<file path="src/rtl/doodle_pkg.sv">
// rtl/doodle_pkg.sv - shared screen geometry, game-state codes and platform types
package doodle_pkg;

  localparam int SCREEN_W = 640;
  localparam int SCREEN_H = 480;
  localparam int PLAT_W   = 64;

  localparam logic [2:0] GS_MENU    = 3'b000;
  localparam logic [2:0] GS_GAME    = 3'b001;
  localparam logic [2:0] GS_PAUSE   = 3'b010;
  localparam logic [2:0] GS_REFRESH = 3'b011;

  typedef struct packed {
    logic [9:0] x;
    logic [9:0] y;
  } plat_t;

  typedef enum logic [1:0] {
    PM_IDLE,
    PM_INIT,
    PM_SCROLL
  } pm_state_t;

  // Galois form of x^16 + x^14 + x^13 + x^11 + 1, shifting right
  function automatic logic [15:0] lfsr_step(input logic [15:0] v);
    return {1'b0, v[15:1]} ^ (v[0] ? 16'hB400 : 16'h0000);
  endfunction

endpackage

</file>
<file path="src/rtl/plat_lfsr.sv">
// rtl/plat_lfsr.sv - 16-bit Galois LFSR with reload and advance, exposes 9 random bits
module plat_lfsr
  import doodle_pkg::*;
#(
  parameter logic [15:0] SEED = 16'hACE1
) (
  input  logic       Clock,
  input  logic       Reset,
  input  logic       load,
  input  logic       advance,
  output logic [8:0] rand9
);

  logic [15:0] state_q;

  always_ff @(posedge Clock or posedge Reset) begin
    if (Reset) begin
      state_q <= SEED;
    end else if (load) begin
      state_q <= SEED;
    end else if (advance) begin
      state_q <= lfsr_step(state_q);
    end
  end

  assign rand9 = state_q[8:0];

endmodule

</file>
<file path="src/rtl/platform_manager.sv">
// rtl/platform_manager.sv - builds, scrolls and respawns the gameplay platform field
// Optional horizontal motion of odd platforms: define PLAT_MOVING_EN.
module platform_manager
  import doodle_pkg::*;
#(
  parameter int          NUM_PLAT  = 8,
  parameter int          SPACING   = 60,
  parameter int          X_OFFSET  = 32,
  parameter logic [15:0] LFSR_SEED = 16'hACE1
) (
  input  logic        Clock,
  input  logic        Reset,
  input  logic [2:0]  outstate,
  input  logic        loadplat,
  input  logic        frame_tick,
  input  logic [9:0]  scroll_amt,
  input  logic [3:0]  rd_idx,
  output logic [9:0]  plat_x,
  output logic [9:0]  plat_y,
  output logic        refresh_en,
  output logic [15:0] height
);

  pm_state_t   state;
  logic [3:0]  idx;
  logic [9:0]  y_acc;
  logic [9:0]  amt_q;
  plat_t       plats [NUM_PLAT];

  logic [8:0]  rand9;
  logic [9:0]  new_x;
  plat_t       cur;
  logic [10:0] sum;
  logic        wrap;
  logic        last;
  logic        start_scroll;
  logic [16:0] h_sum;
  logic [15:0] h_next;
  logic [9:0]  keep_x;
  logic        lfsr_adv;

  assign new_x        = 10'(rand9) + 10'(X_OFFSET);
  assign sum          = {1'b0, cur.y} + {1'b0, amt_q};
  assign wrap         = (sum >= 11'(SCREEN_H));
  assign last         = (idx == 4'(NUM_PLAT - 1));
  assign start_scroll = (frame_tick && (outstate == GS_GAME));
  assign h_sum        = {1'b0, height} + {7'b0, scroll_amt};
  assign h_next       = h_sum[16] ? 16'hFFFF : h_sum[15:0];
  assign lfsr_adv     = (state == PM_INIT) || ((state == PM_SCROLL) && wrap);

  always_comb begin
    cur = '0;
    for (int i = 0; i < NUM_PLAT; i++) begin
      if (idx == 4'(i)) cur = plats[i];
    end
  end

  // Writes land on the next edge, so a same-cycle read sees the old entry
  always_comb begin
    plat_x = '0;
    plat_y = '0;
    for (int i = 0; i < NUM_PLAT; i++) begin
      if (rd_idx == 4'(i)) begin
        plat_x = plats[i].x;
        plat_y = plats[i].y;
      end
    end
  end

  plat_lfsr #(
    .SEED(LFSR_SEED)
  ) u_lfsr (
    .Clock  (Clock),
    .Reset  (Reset),
    .load   (loadplat),
    .advance(lfsr_adv),
    .rand9  (rand9)
  );

`ifdef PLAT_MOVING_EN
  logic [NUM_PLAT-1:0] dir;
  logic                dir_cur;
  logic                dir_new;
  logic [9:0]          mv_x;

  always_comb begin
    dir_cur = 1'b0;
    for (int i = 0; i < NUM_PLAT; i++) begin
      if (idx == 4'(i)) dir_cur = dir[i];
    end
  end

  // Odd platforms drift 2 px, bouncing off the right edge and column 0
  always_comb begin
    mv_x    = cur.x;
    dir_new = dir_cur;
    if (idx[0]) begin
      if (!dir_cur) begin
        if (({1'b0, cur.x} + 11'd2) > 11'(SCREEN_W - PLAT_W)) begin
          mv_x    = 10'(SCREEN_W - PLAT_W);
          dir_new = 1'b1;
        end else begin
          mv_x = cur.x + 10'd2;
        end
      end else begin
        if (cur.x < 10'd2) begin
          mv_x    = 10'd0;
          dir_new = 1'b0;
        end else begin
          mv_x = cur.x - 10'd2;
        end
      end
    end
  end

  always_ff @(posedge Clock or posedge Reset) begin
    if (Reset) begin
      dir <= '0;
    end else if (!loadplat && (state == PM_SCROLL) && !wrap) begin
      for (int i = 0; i < NUM_PLAT; i++) begin
        if (idx == 4'(i)) dir[i] <= dir_new;
      end
    end
  end

  assign keep_x = mv_x;
`else
  assign keep_x = cur.x;
`endif

  always_ff @(posedge Clock or posedge Reset) begin
    if (Reset) begin
      state      <= PM_IDLE;
      idx        <= '0;
      y_acc      <= '0;
      amt_q      <= '0;
      height     <= '0;
      refresh_en <= 1'b0;
      for (int i = 0; i < NUM_PLAT; i++) plats[i] <= '0;
    end else if (loadplat) begin
      state      <= PM_INIT;
      idx        <= '0;
      y_acc      <= '0;
      height     <= '0;
      refresh_en <= 1'b1;
    end else begin
      case (state)
        PM_IDLE: begin
          if (start_scroll) begin
            state      <= PM_SCROLL;
            idx        <= '0;
            amt_q      <= scroll_amt;
            height     <= h_next;
            refresh_en <= 1'b1;
          end
        end
        PM_INIT: begin
          for (int i = 0; i < NUM_PLAT; i++) begin
            if (idx == 4'(i)) plats[i] <= '{x: new_x, y: y_acc};
          end
          y_acc <= y_acc + 10'(SPACING);
          idx   <= idx + 4'd1;
          if (last) begin
            state      <= PM_IDLE;
            idx        <= '0;
            refresh_en <= 1'b0;
          end
        end
        PM_SCROLL: begin
          for (int i = 0; i < NUM_PLAT; i++) begin
            if (idx == 4'(i)) begin
              if (wrap) plats[i] <= '{x: new_x, y: 10'(sum - 11'(SCREEN_H))};
              else      plats[i] <= '{x: keep_x, y: sum[9:0]};
            end
          end
          idx <= idx + 4'd1;
          if (last) begin
            state      <= PM_IDLE;
            idx        <= '0;
            refresh_en <= 1'b0;
          end
        end
        default: begin
          state      <= PM_IDLE;
          refresh_en <= 1'b0;
        end
      endcase
    end
  end

endmodule
</file>
<file path="config.mk">
export PLATFORM = sky130hd
export DESIGN_NAME = platform_manager
export DESIGN_NICKNAME = d
export VERILOG_FILES = /design/src/rtl/doodle_pkg.sv /design/src/rtl/plat_lfsr.sv /design/src/rtl/platform_manager.sv
export SDC_FILE = /design/constraint.sdc
export NUM_CORES = 1
export LEC_CHECK = 0
export BUFFER_PORTS_ARGS = -buffer_cell sky130_fd_sc_hd__buf_4
export CELL_PAD_IN_SITES_DETAIL_PLACEMENT = 0
export CELL_PAD_IN_SITES_GLOBAL_PLACEMENT = 1
export CORE_ASPECT_RATIO = 0.7
export CORE_UTILIZATION = 48
export DETAILED_ROUTE_END_ITERATION = 16
export GPL_ROUTABILITY_DRIVEN = 0
export GPL_TIMING_DRIVEN = 0
export PLACE_DENSITY = 0.84
export REMOVE_ABC_BUFFERS = 1
export SLEW_MARGIN = 10
export SYNTH_ARGS = -nofsm -noshare
export SYNTH_HDL_FRONTEND = slang
export SYNTH_SLANG_ARGS = --single-unit
</file>
<file path="constraint.sdc">
create_clock -name Clock -period 9.48 [get_ports Clock]
set_input_delay 2.37 -clock Clock [delete_from_list [all_inputs] [get_ports Clock]]
set_output_delay 2.37 -clock Clock [all_outputs]
set_load 0.02 [all_outputs]
</file>
==> reports/summary.md, run 1 <==
For this configuration, the core starts out at a cell density of 49.8%. The detailed router finished its first iteration with 1282 violations. The critical path contains buffers and inverters numbering 3 combined. The run gives 0 as the diode insertion count for antenna repair.

For this run, the leading register cell type out of synthesis is sky130_fd_sc_hd__dfrtp_1. In the routed design, unresolved DRC markers number 0. The logs give 0 for the global route total overflow and 39500 um for the total detailed-routing wirelength. After legalization and detailed placement, the total HPWL measured 26900 um. The die is 195 um wide. For this run, the detailed router's first-pass iteration total came to 5. The worst setup path is captured at a primary output.

By area the synthesized netlist is led by sky130_fd_sc_hd__dfrtp_1 (42%), sky130_fd_sc_hd__nand2_1 (6.2%), sky130_fd_sc_hd__o21ai_0 (3.9%). The tools report the clock latency on the worst-skew pair as 540 ps. The first global-routing pass estimated 61600 um of wire. The tools report the total setup violations reported at the end of the flow as 0.

The max-cap violation count is 0, and the I/O pin count is 58. Gates resized during post-CTS repair numbered 0. TritonCTS created 23 clock buffers. The mean instance size in the synthesized netlist is 9.00 sq um, and the post-CTS setup-driven buffer insertion count is 0.

CTS saw 217 sinks. The y dimension of the die works out to 137 um. After filler insertion, the fill cell instance count of the layout stands at 2259.

The combined area of the multi-input logic cells is 6700 sq um. TritonCTS built the clock tree. The core area is 25000 sq um, and the number of cells on the worst hold path is 2.

The count of buffers from port buffering came out at 57. The area growth from synthesis to layout is 14.8%. The peak clock frequency supported by timing was 0.144 GHz. The run gives 0 as the post-cts hold buffer count. The worst setup slack for register-to-register paths was 2820 ps. Across all hold checks on the routed design, the worst slack comes to 503 ps.

The flow ran to the end, and the final reports show no timing, DRC or antenna violations. Entering global routing, the biggest net connects 85 pins. The largest fanout on the critical path came out at 13. The maximum level of the CTS H-tree was 1. In this run the deepest clock path goes through 3 buffers.

The share of the cycle needed by the critical path after routing is 73.0%, and the netlist area before placement is 12500 sq um. The number of register bits inferred by synthesis was 217. The top cell type by area accounts for 41.9% of the synthesized area.

Critical path start-end classification: input port to primary output. At the pin with the least slew margin, the transition time is 1290 ps. The worst pin sits at a relative slew slack of 14.3%. After detailed routing, the number of vias per cell comes to 6.42. The sequential cells in the finished layout cover a total of 5440 sq um. The initial antenna violation count came out at 0. The final-report hold violation count was 0. The design draws 4.46 mW. Cell count after synthesis: 1385. Final routed wire length divided by cell count: 22.7 um. In this run the most critical hold path is launched from plats[118]. In this run the critical register-to-register path is launched from idx[1].

The utilization after layout was 57.2%; the portion of the post-synthesis area used by sequential elements was 43.6%. Global routing used 30.2% of the available tracks. Data on the critical path is required at its endpoint by 7110 ps. The tree is rooted in a sky130_fd_sc_hd__clkbuf_16. For the worst flop-to-flop path, the logic depth is 21. For the number of distinct library cells after synthesis, the log shows 81. The worst path arrival time was 4550 ps.

Setup repair after global routing left no endpoint under its margin. The share of synthesized flip-flops with an asynchronous set or reset came out at 100%. The path class of the lowest-slack min-delay path is flip-flop to flip-flop.

Counting buffers and inverters, the worst setup path is 8 cells deep. STA classifies the critical path startpoint as an input port. The via count is 11200. The library cell with the largest summed area after synthesis was sky130_fd_sc_hd__dfrtp_1. Clock skew on the completed layout was measured at 17.0 ps.

The logs give 0 for the number of max-slew violations in the final report and 0 for the remaining number of nets flagged by the antenna check after routing. On the critical path, the stage with the largest delay is an instance of sky130_fd_sc_hd__nor4bb_4. The tools report the final net count as 1452.

Yosys mapped a number of flops with a built-in enable equal to 0. The number of global-route vias before repair was 10500. The power per standard cell area is 311 nW/um^2. The worst-case IR drop observed on VDD is 171 uV. The longest individual stage delay on the worst path works out to 800 ps.

The die covers 26600 sq um. After layout, the minimum clock period comes to 6920 ps. The Yosys step of the flow raised 0 warnings. The worst register-to-register path ends at plats[28]. Traced cell by cell, the critical path runs through buf_4 -> nor4bb_4 -> buf_6 -> a22oi_1 -> a31oi_1 -> a21oi_1 -> a21oi_1 -> buf_4.

The clock-pin transition on the worst setup and hold timing paths works out to 60 ps. The kind of cell with the highest combined delay along the critical path is simple AND/OR/NAND/NOR gates. In this run the static leakage power is 6.16 nW. The endpoint of the worst hold path is plats[118]. Row generation in the floorplan step produced 48 rows.

The fraction of final layout cells with drive strength greater than 1 is 15.5%.
placed cells by master (no fill, tap or decap), types with 6 or more instances in the layout:
cell                        count
sky130_fd_sc_hd__a211oi_1      16
sky130_fd_sc_hd__a21oi_1       71
sky130_fd_sc_hd__a221o_1       16
sky130_fd_sc_hd__a221oi_1      28
sky130_fd_sc_hd__a222oi_1       6
sky130_fd_sc_hd__a22oi_1       56
sky130_fd_sc_hd__a311oi_1      11
sky130_fd_sc_hd__a31oi_1       15
sky130_fd_sc_hd__buf_16         9
sky130_fd_sc_hd__buf_4         67
sky130_fd_sc_hd__buf_6          8
sky130_fd_sc_hd__clkbuf_1       8
sky130_fd_sc_hd__clkbuf_16     23
sky130_fd_sc_hd__dfrtp_1      209
sky130_fd_sc_hd__dfstp_2        8
sky130_fd_sc_hd__ha_1          30
sky130_fd_sc_hd__inv_1         20
sky130_fd_sc_hd__mux2_2        10
sky130_fd_sc_hd__mux2i_1       13
sky130_fd_sc_hd__mux2i_4        9
sky130_fd_sc_hd__nand2_1      207
sky130_fd_sc_hd__nand2b_1      10
sky130_fd_sc_hd__nand3_1       17
sky130_fd_sc_hd__nand4_1       22
sky130_fd_sc_hd__nor2_1       120
sky130_fd_sc_hd__nor2b_1       14
sky130_fd_sc_hd__nor3_1        21
sky130_fd_sc_hd__o211ai_1      14
sky130_fd_sc_hd__o21a_1         6
sky130_fd_sc_hd__o21ai_0       91
sky130_fd_sc_hd__o21ai_1       65
sky130_fd_sc_hd__o21ai_2       17
sky130_fd_sc_hd__o21ai_4        8
sky130_fd_sc_hd__o221ai_1       9
sky130_fd_sc_hd__o311ai_0       6
sky130_fd_sc_hd__o31ai_1       10
sky130_fd_sc_hd__xnor2_1       10
sky130_fd_sc_hd__xor2_1        13
through the flow:
step	setup TNS, ps	std cells	cell area (sq um)	setup WS [ps]
after floorplan	0	1282	12100	1190
after global placement	-362460	1664	12900	-1490
after detailed placement	0	1698	13600	2590
after CTS	0	1738	14300	2590
after global routing	0	1739	14300	2490
final	0	1739	14300	2560
how the worst max path moves through the flow:
stage / from / endpoint
floorplan: Reset / amt_q[0]
global route: rd_idx[0] / plat_y[7]
detailed placement: rd_idx[0] / plat_y[7]
CTS: rd_idx[0] / plat_y[7]
global placement: Reset / idx[2]
finish: rd_idx[0] / plat_y[7]
synth_stat cells, types with 10 or more instances:
library cell / number
sky130_fd_sc_hd__dfrtp_1: 209
sky130_fd_sc_hd__nand2_1: 207
sky130_fd_sc_hd__nor2_1: 122
sky130_fd_sc_hd__o21ai_0: 98
sky130_fd_sc_hd__clkbuf_1: 94
sky130_fd_sc_hd__a21oi_1: 71
sky130_fd_sc_hd__o21ai_1: 66
sky130_fd_sc_hd__a22oi_1: 56
sky130_fd_sc_hd__ha_1: 30
sky130_fd_sc_hd__a221oi_1: 28
sky130_fd_sc_hd__nor3_1: 23
sky130_fd_sc_hd__nand4_1: 22
sky130_fd_sc_hd__inv_1: 21
sky130_fd_sc_hd__nand3_1: 17
sky130_fd_sc_hd__o21ai_2: 17
sky130_fd_sc_hd__a211oi_1: 16
sky130_fd_sc_hd__a221o_1: 16
sky130_fd_sc_hd__a31oi_1: 16
sky130_fd_sc_hd__nor2b_1: 15
sky130_fd_sc_hd__o211ai_1: 14
sky130_fd_sc_hd__mux2i_1: 13
sky130_fd_sc_hd__xor2_1: 13
sky130_fd_sc_hd__a311oi_1: 11
sky130_fd_sc_hd__mux2_2: 10
sky130_fd_sc_hd__nand2b_1: 10
sky130_fd_sc_hd__o31ai_1: 10
sky130_fd_sc_hd__xnor2_1: 10
tightest hold or removal path: cells and delay by family (launching register included):
| family | cells | cell delay, ps |
|---|---|---|
| simple gates | 1 | 70 |
| compound gates | 1 | 50 |
| flops | 1 | 360 |
flip-flops by register name (all words and copies together), names as in the netlist:
register and cells:
amt_q 10, height 16, u_lfsr.state_q 16, refresh_en 1, y_acc 8, idx 4
state 2, plats 160
area by class of cell:
cell class | instances | area share [%]
Sequential cell | 217 | 38.0
Timing Repair Buffer | 92 | 6.71
Inverter | 22 | 0.629
Clock inverter | 5 | 0.402
Tap cell | 325 | 2.84
Multi-Input combinational cell | 1043 | 46.8
Clock buffer | 35 | 4.61
where the power goes:
group          internal, mW  switching, mW
Sequential             1.23          0.264
Clock                 0.507          0.381
Combinational         0.754           1.32
Total                  2.49           1.97
cell families after synthesis:
kind of cell	share of synthesized area [%]
multiplexers	3.80
XOR/XNOR	1.88
buffers and inverters	3.91
AO/OA/AOI/OAI	26.5
adder cells (fa/ha/maj)	3.33
AND/OR/NAND/NOR	16.9
flip-flops	43.6
layer usage:
metal | global-route usage [%] | wire length [um]
met1 | 46.1 | 18700
met4 | 7.10 | 718
met3 | 6.97 | 3830
met5 | 0 | 0
met2 | 42.8 | 16200
No activity file was read; power rests on OpenSTA's default activity.
==> run 2, diff against run 1 <==
- ABC_AREA: not set -> 1
- CORE_UTILIZATION: 48 -> 41
- PLACE_DENSITY: 0.84 -> 0.8
- clock period: 9.48 -> 6.04 ns (I/O delays scaled with it)
==> run 2 against run 1 <==
Critical path type is now flip-flop to flip-flop. Clock skew down 5.8 ps. Sequential share of layout area down 0.76 points. Sequential cell count unchanged. Global-route usage down 3.0 points. Largest cell class unchanged. Via count up 8.5%. Wire length up 7.7%. Clock power up 64%. Die area up 20%. Synthesized cell count up 30%. Highest routed layer unchanged.
==> reports/summary.md, run 2 <==
The flow ran to the end, and the final reports show no timing, DRC or antenna violations. STA classifies the critical path endpoint as a flip-flop. The run gives 1 as the maximum level of the CTS H-tree. The setup check on the worst reg-to-reg path leaves a slack of 320 ps.

The logs give 6090 ps for the worst path arrival time and 4.64 mW for the sum of internal, switching and leakage power. Clock tree synthesis inserted a total of 24 buffers. Summing the sequential cell areas from Yosys gives 42.4% of the chip area. The global-route total usage across every layer was 27.1%; the count of buffers from port buffering was 57. Wire segments on met2 add up to 16800 um in the final route. The tools report the die footprint as 32000 sq um. The tools report the half-perimeter wire length after detailed placement as 28000 um. In the layout the commonest cells are sky130_fd_sc_hd__nand2_1 (649), sky130_fd_sc_hd__dfrtp_1 (209), sky130_fd_sc_hd__inv_1 (184).

Final period demand of the worst path: 5720 ps. The routed layout has 12100 vias. During I/O placement, the number of pins put on the boundary was 58.

Data on the critical path is required at its endpoint by 6410 ps. The floorplan has 53 rows. The library cell with the largest summed area after synthesis was sky130_fd_sc_hd__dfrtp_1. The number of register bits inferred by synthesis is 217. The global-route wire length before repair was 65600 um; the number of global-route vias before repair was 11200.

In the final routed layout, each cell accounts on average for 18.8 um. After synthesis, the mean cell area works out to 7.14 sq um. Type of origin of the critical path: a flip-flop. For this block, the routed nets add up to 42500 um of wire. The worst register-to-register path ends at plats[132]. Counting distinct cell types in the post-synthesis netlist gives 51.

For the max-cap violation count, the log shows 0. The register with the most flip-flops in the layout has 160 of them. The via density per instance came out at 5.37. Setup repair after global routing left no endpoint under its margin.

The share of the cycle needed by the critical path after routing is 94.6%. Ranked by flip-flop count, first place goes to plats. Of the post-synthesis cell area, the dominant cell type holds 40.7%.

After detailed routing, the met3 layer carries 3840 um of wire. The peak clock frequency supported by timing was 0.175 GHz. Power spread over the standard cell area amounts to 318 nW/um^2. The remaining number of nets flagged by the antenna check after routing came out at 0. Counting the fill cells in the layout gives 3141.

The layout overhead on the synthesized area was 13.8%; the clock latency on the worst-skew pair was 540 ps. In the routed design, unresolved DRC markers number 0. After clock tree synthesis, the clock-pin slew on the worst setup and hold paths is 60 ps.

For the initial antenna violation count, the log shows 0. Maximum number of pins on one net before global-route repair: 112. TritonCTS built the clock tree. The tools report the routed length on met1 as 20800 um. The main flop type after synthesis was sky130_fd_sc_hd__dfrtp_1.

For the initial standard-cell utilization of the core, the log shows 42.3%. Cells fill 48.1% of the core in the end. Setup violations remaining at the end of the flow were counted as 0.

The startpoint identified for the worst register-to-register timing path is idx[0]. Setup total negative slack on the finished layout was measured at 0 ps. The combined area of the multi-input logic cells was 6450 sq um; the post-cts hold buffer count was 0.

Headroom to the max-slew limit came out at 24.2%. Most numerous cell in the Yosys netlist: sky130_fd_sc_hd__nand2_1. The Yosys step of the flow raised 0 warnings. The most critical setup path has its endpoint at plats[132]. Tracing the worst setup path back leads to its startpoint at idx[0]. Cells with a size suffix above 1 make up 9.87% of the layout. Synthesis produced a netlist whose cell count is 1799. Across the VDD grid, the largest voltage drop is 197 uV.

The worst hold path belongs to the class flip-flop to flip-flop. On the final layout, the worst clock skew is 11.2 ps. Global routing finished with a remaining overflow of 0.

In the final layout, the registers with the most flip-flops are plats (160), height (16), u_lfsr.state_q (16). The final-report hold violation count came out at 0. The number of flops mapped to enable cells by yosys works out to 0. The diode insertion count for antenna repair came out at 0. The pre-antenna-repair detailed-routing pass consisted of 6 iterations. The core region is 30400 sq um. For the pin with the worst max-slew slack, the measured transition is 1130 ps. The library cell used most frequently in the layout, excluding fill and tap cells, is sky130_fd_sc_hd__nand2_1. The clock passes through at most 3 buffers. By count the netlist is led by sky130_fd_sc_hd__nand2_1 (650), sky130_fd_sc_hd__dfrtp_1 (209), sky130_fd_sc_hd__inv_1 (188), sky130_fd_sc_hd__o21ai_0 (141), sky130_fd_sc_hd__nand3_1 (122).

The cell area that synthesis handed to floorplanning was 12800 sq um. The sink count of the clock tree was 217; the largest fanout on the critical path was 24. The net count of the finished layout is 1882. For the number of max-slew violations in the final report, the log shows 0. Highest signal layer in the routed design: met4.

The cell at the root of the clock tree was sky130_fd_sc_hd__clkbuf_16. In the post-synthesis netlist, the biggest area contributors are sky130_fd_sc_hd__dfrtp_1 (41%), sky130_fd_sc_hd__nand2_1 (19%), sky130_fd_sc_hd__o21ai_0 (5.5%). The worst register-to-register path has a depth of 27. Critical path start-end classification: flip-flop to flip-flop. Leakage power total: 7.20 nW. The sequential standard cell area was 5440 sq um.

The die width was 214 um. The initial detailed-routing violation count was 1221; the share of synthesized flip-flops with an asynchronous set or reset was 100%. From bottom edge to top edge, the die measures 150 um.
run 2: worst min-delay path by stage:
stage	from	endpoint	slack, ps	cells after the start
after global routing	plats[143]	plats[143]	510	2
after detailed placement	plats[13]	plats[13]	460	2
after floorplan	y_acc[5]	y_acc[5]	450	1
after global placement	plats[113]	plats[113]	460	2
final	plats[147]	plats[147]	480	2
after CTS	plats[13]	plats[13]	480	2
run 2: kinds of logic after synthesis:
logic type,Yosys count,synth area share (%)
AO/OA/AOI/OAI,321,14.1
XOR/XNOR,12,0.819
adder cells (fa/ha/maj),32,3.24
buffers and inverters,267,8.17
flip-flops,217,42.4
multiplexers,2,0.156
AND/OR/NAND/NOR,948,31.1
run 2: metrics by stage:
stage	worst slack, ps	hold slack [ps]	cell area [sq um]	std cells
6_report	324	482	14600	2256
5_1_grt	12.1	511	14600	2256
4_1_cts	63.4	481	14600	2252
3_5_place_dp	-225	465	13800	2210
3_3_place_gp	-4350	464	13500	2200
2_1_floorplan	-1390	446	12500	1731
run 2: what timing repair did:
item,CTS,global route
resized for setup,2,4
buffers inserted,0,3
pin swaps,0,1
cloned,1,1
setup endpoints to repair,102,123
run 2: power breakdown:
group / internal, mW / switching (mW) / leakage (nW) / total, mW
Sequential: 1.74 / 0.192 / 2.85 / 1.93
Combinational: 0.413 / 0.838 / 3.98 / 1.25
Clock: 0.848 / 0.608 / 0.367 / 1.46
Total: 3.00 / 1.64 / 7.20 / 4.64
run 2: layer usage:
metal | GRT usage (%) | vias to the layer above
li1 | - | 5881
met1 | 42.7 | 5697
met2 | 38.0 | 468
met3 | 4.60 | 63
met4 | 6.36 | 0
met5 | 0 | -
run 2: critical path, stage by stage, from the launching register on:
cell and delay (ps):
sky130_fd_sc_hd__dfrtp_1 410, sky130_fd_sc_hd__inv_1 160, sky130_fd_sc_hd__ha_1 240, sky130_fd_sc_hd__inv_1 90, sky130_fd_sc_hd__nor2_4 710, sky130_fd_sc_hd__inv_2 500, sky130_fd_sc_hd__o21ai_0 200, sky130_fd_sc_hd__o21bai_1 140
sky130_fd_sc_hd__nand2_1 60, sky130_fd_sc_hd__nand2_1 120, sky130_fd_sc_hd__ha_1 250, sky130_fd_sc_hd__inv_1 70, sky130_fd_sc_hd__fa_1 420, sky130_fd_sc_hd__inv_1 100, sky130_fd_sc_hd__nand2_1 70, sky130_fd_sc_hd__nand3_1 70
sky130_fd_sc_hd__nand2_1 50, sky130_fd_sc_hd__nand2_1 110, sky130_fd_sc_hd__inv_1 80, sky130_fd_sc_hd__ha_1 200, sky130_fd_sc_hd__nand3_1 150, sky130_fd_sc_hd__nor2_2 80, sky130_fd_sc_hd__nor2_4 200, sky130_fd_sc_hd__nand3_4 320
sky130_fd_sc_hd__inv_4 350, sky130_fd_sc_hd__nand2_2 180, sky130_fd_sc_hd__nand3_1 100, sky130_fd_sc_hd__o21ai_0 100
run 2: area by class of cell:
class / instances / area share, %
repair inverters: 2 / 0.0685
repair buffers: 70 / 4.57
clock buffers: 39 / 4.92
clock inverters: 2 / 0.240
multi-input cells: 1315 / 44.2
flip-flops and latches: 217 / 37.2
well taps: 412 / 3.53
inverters: 199 / 5.28
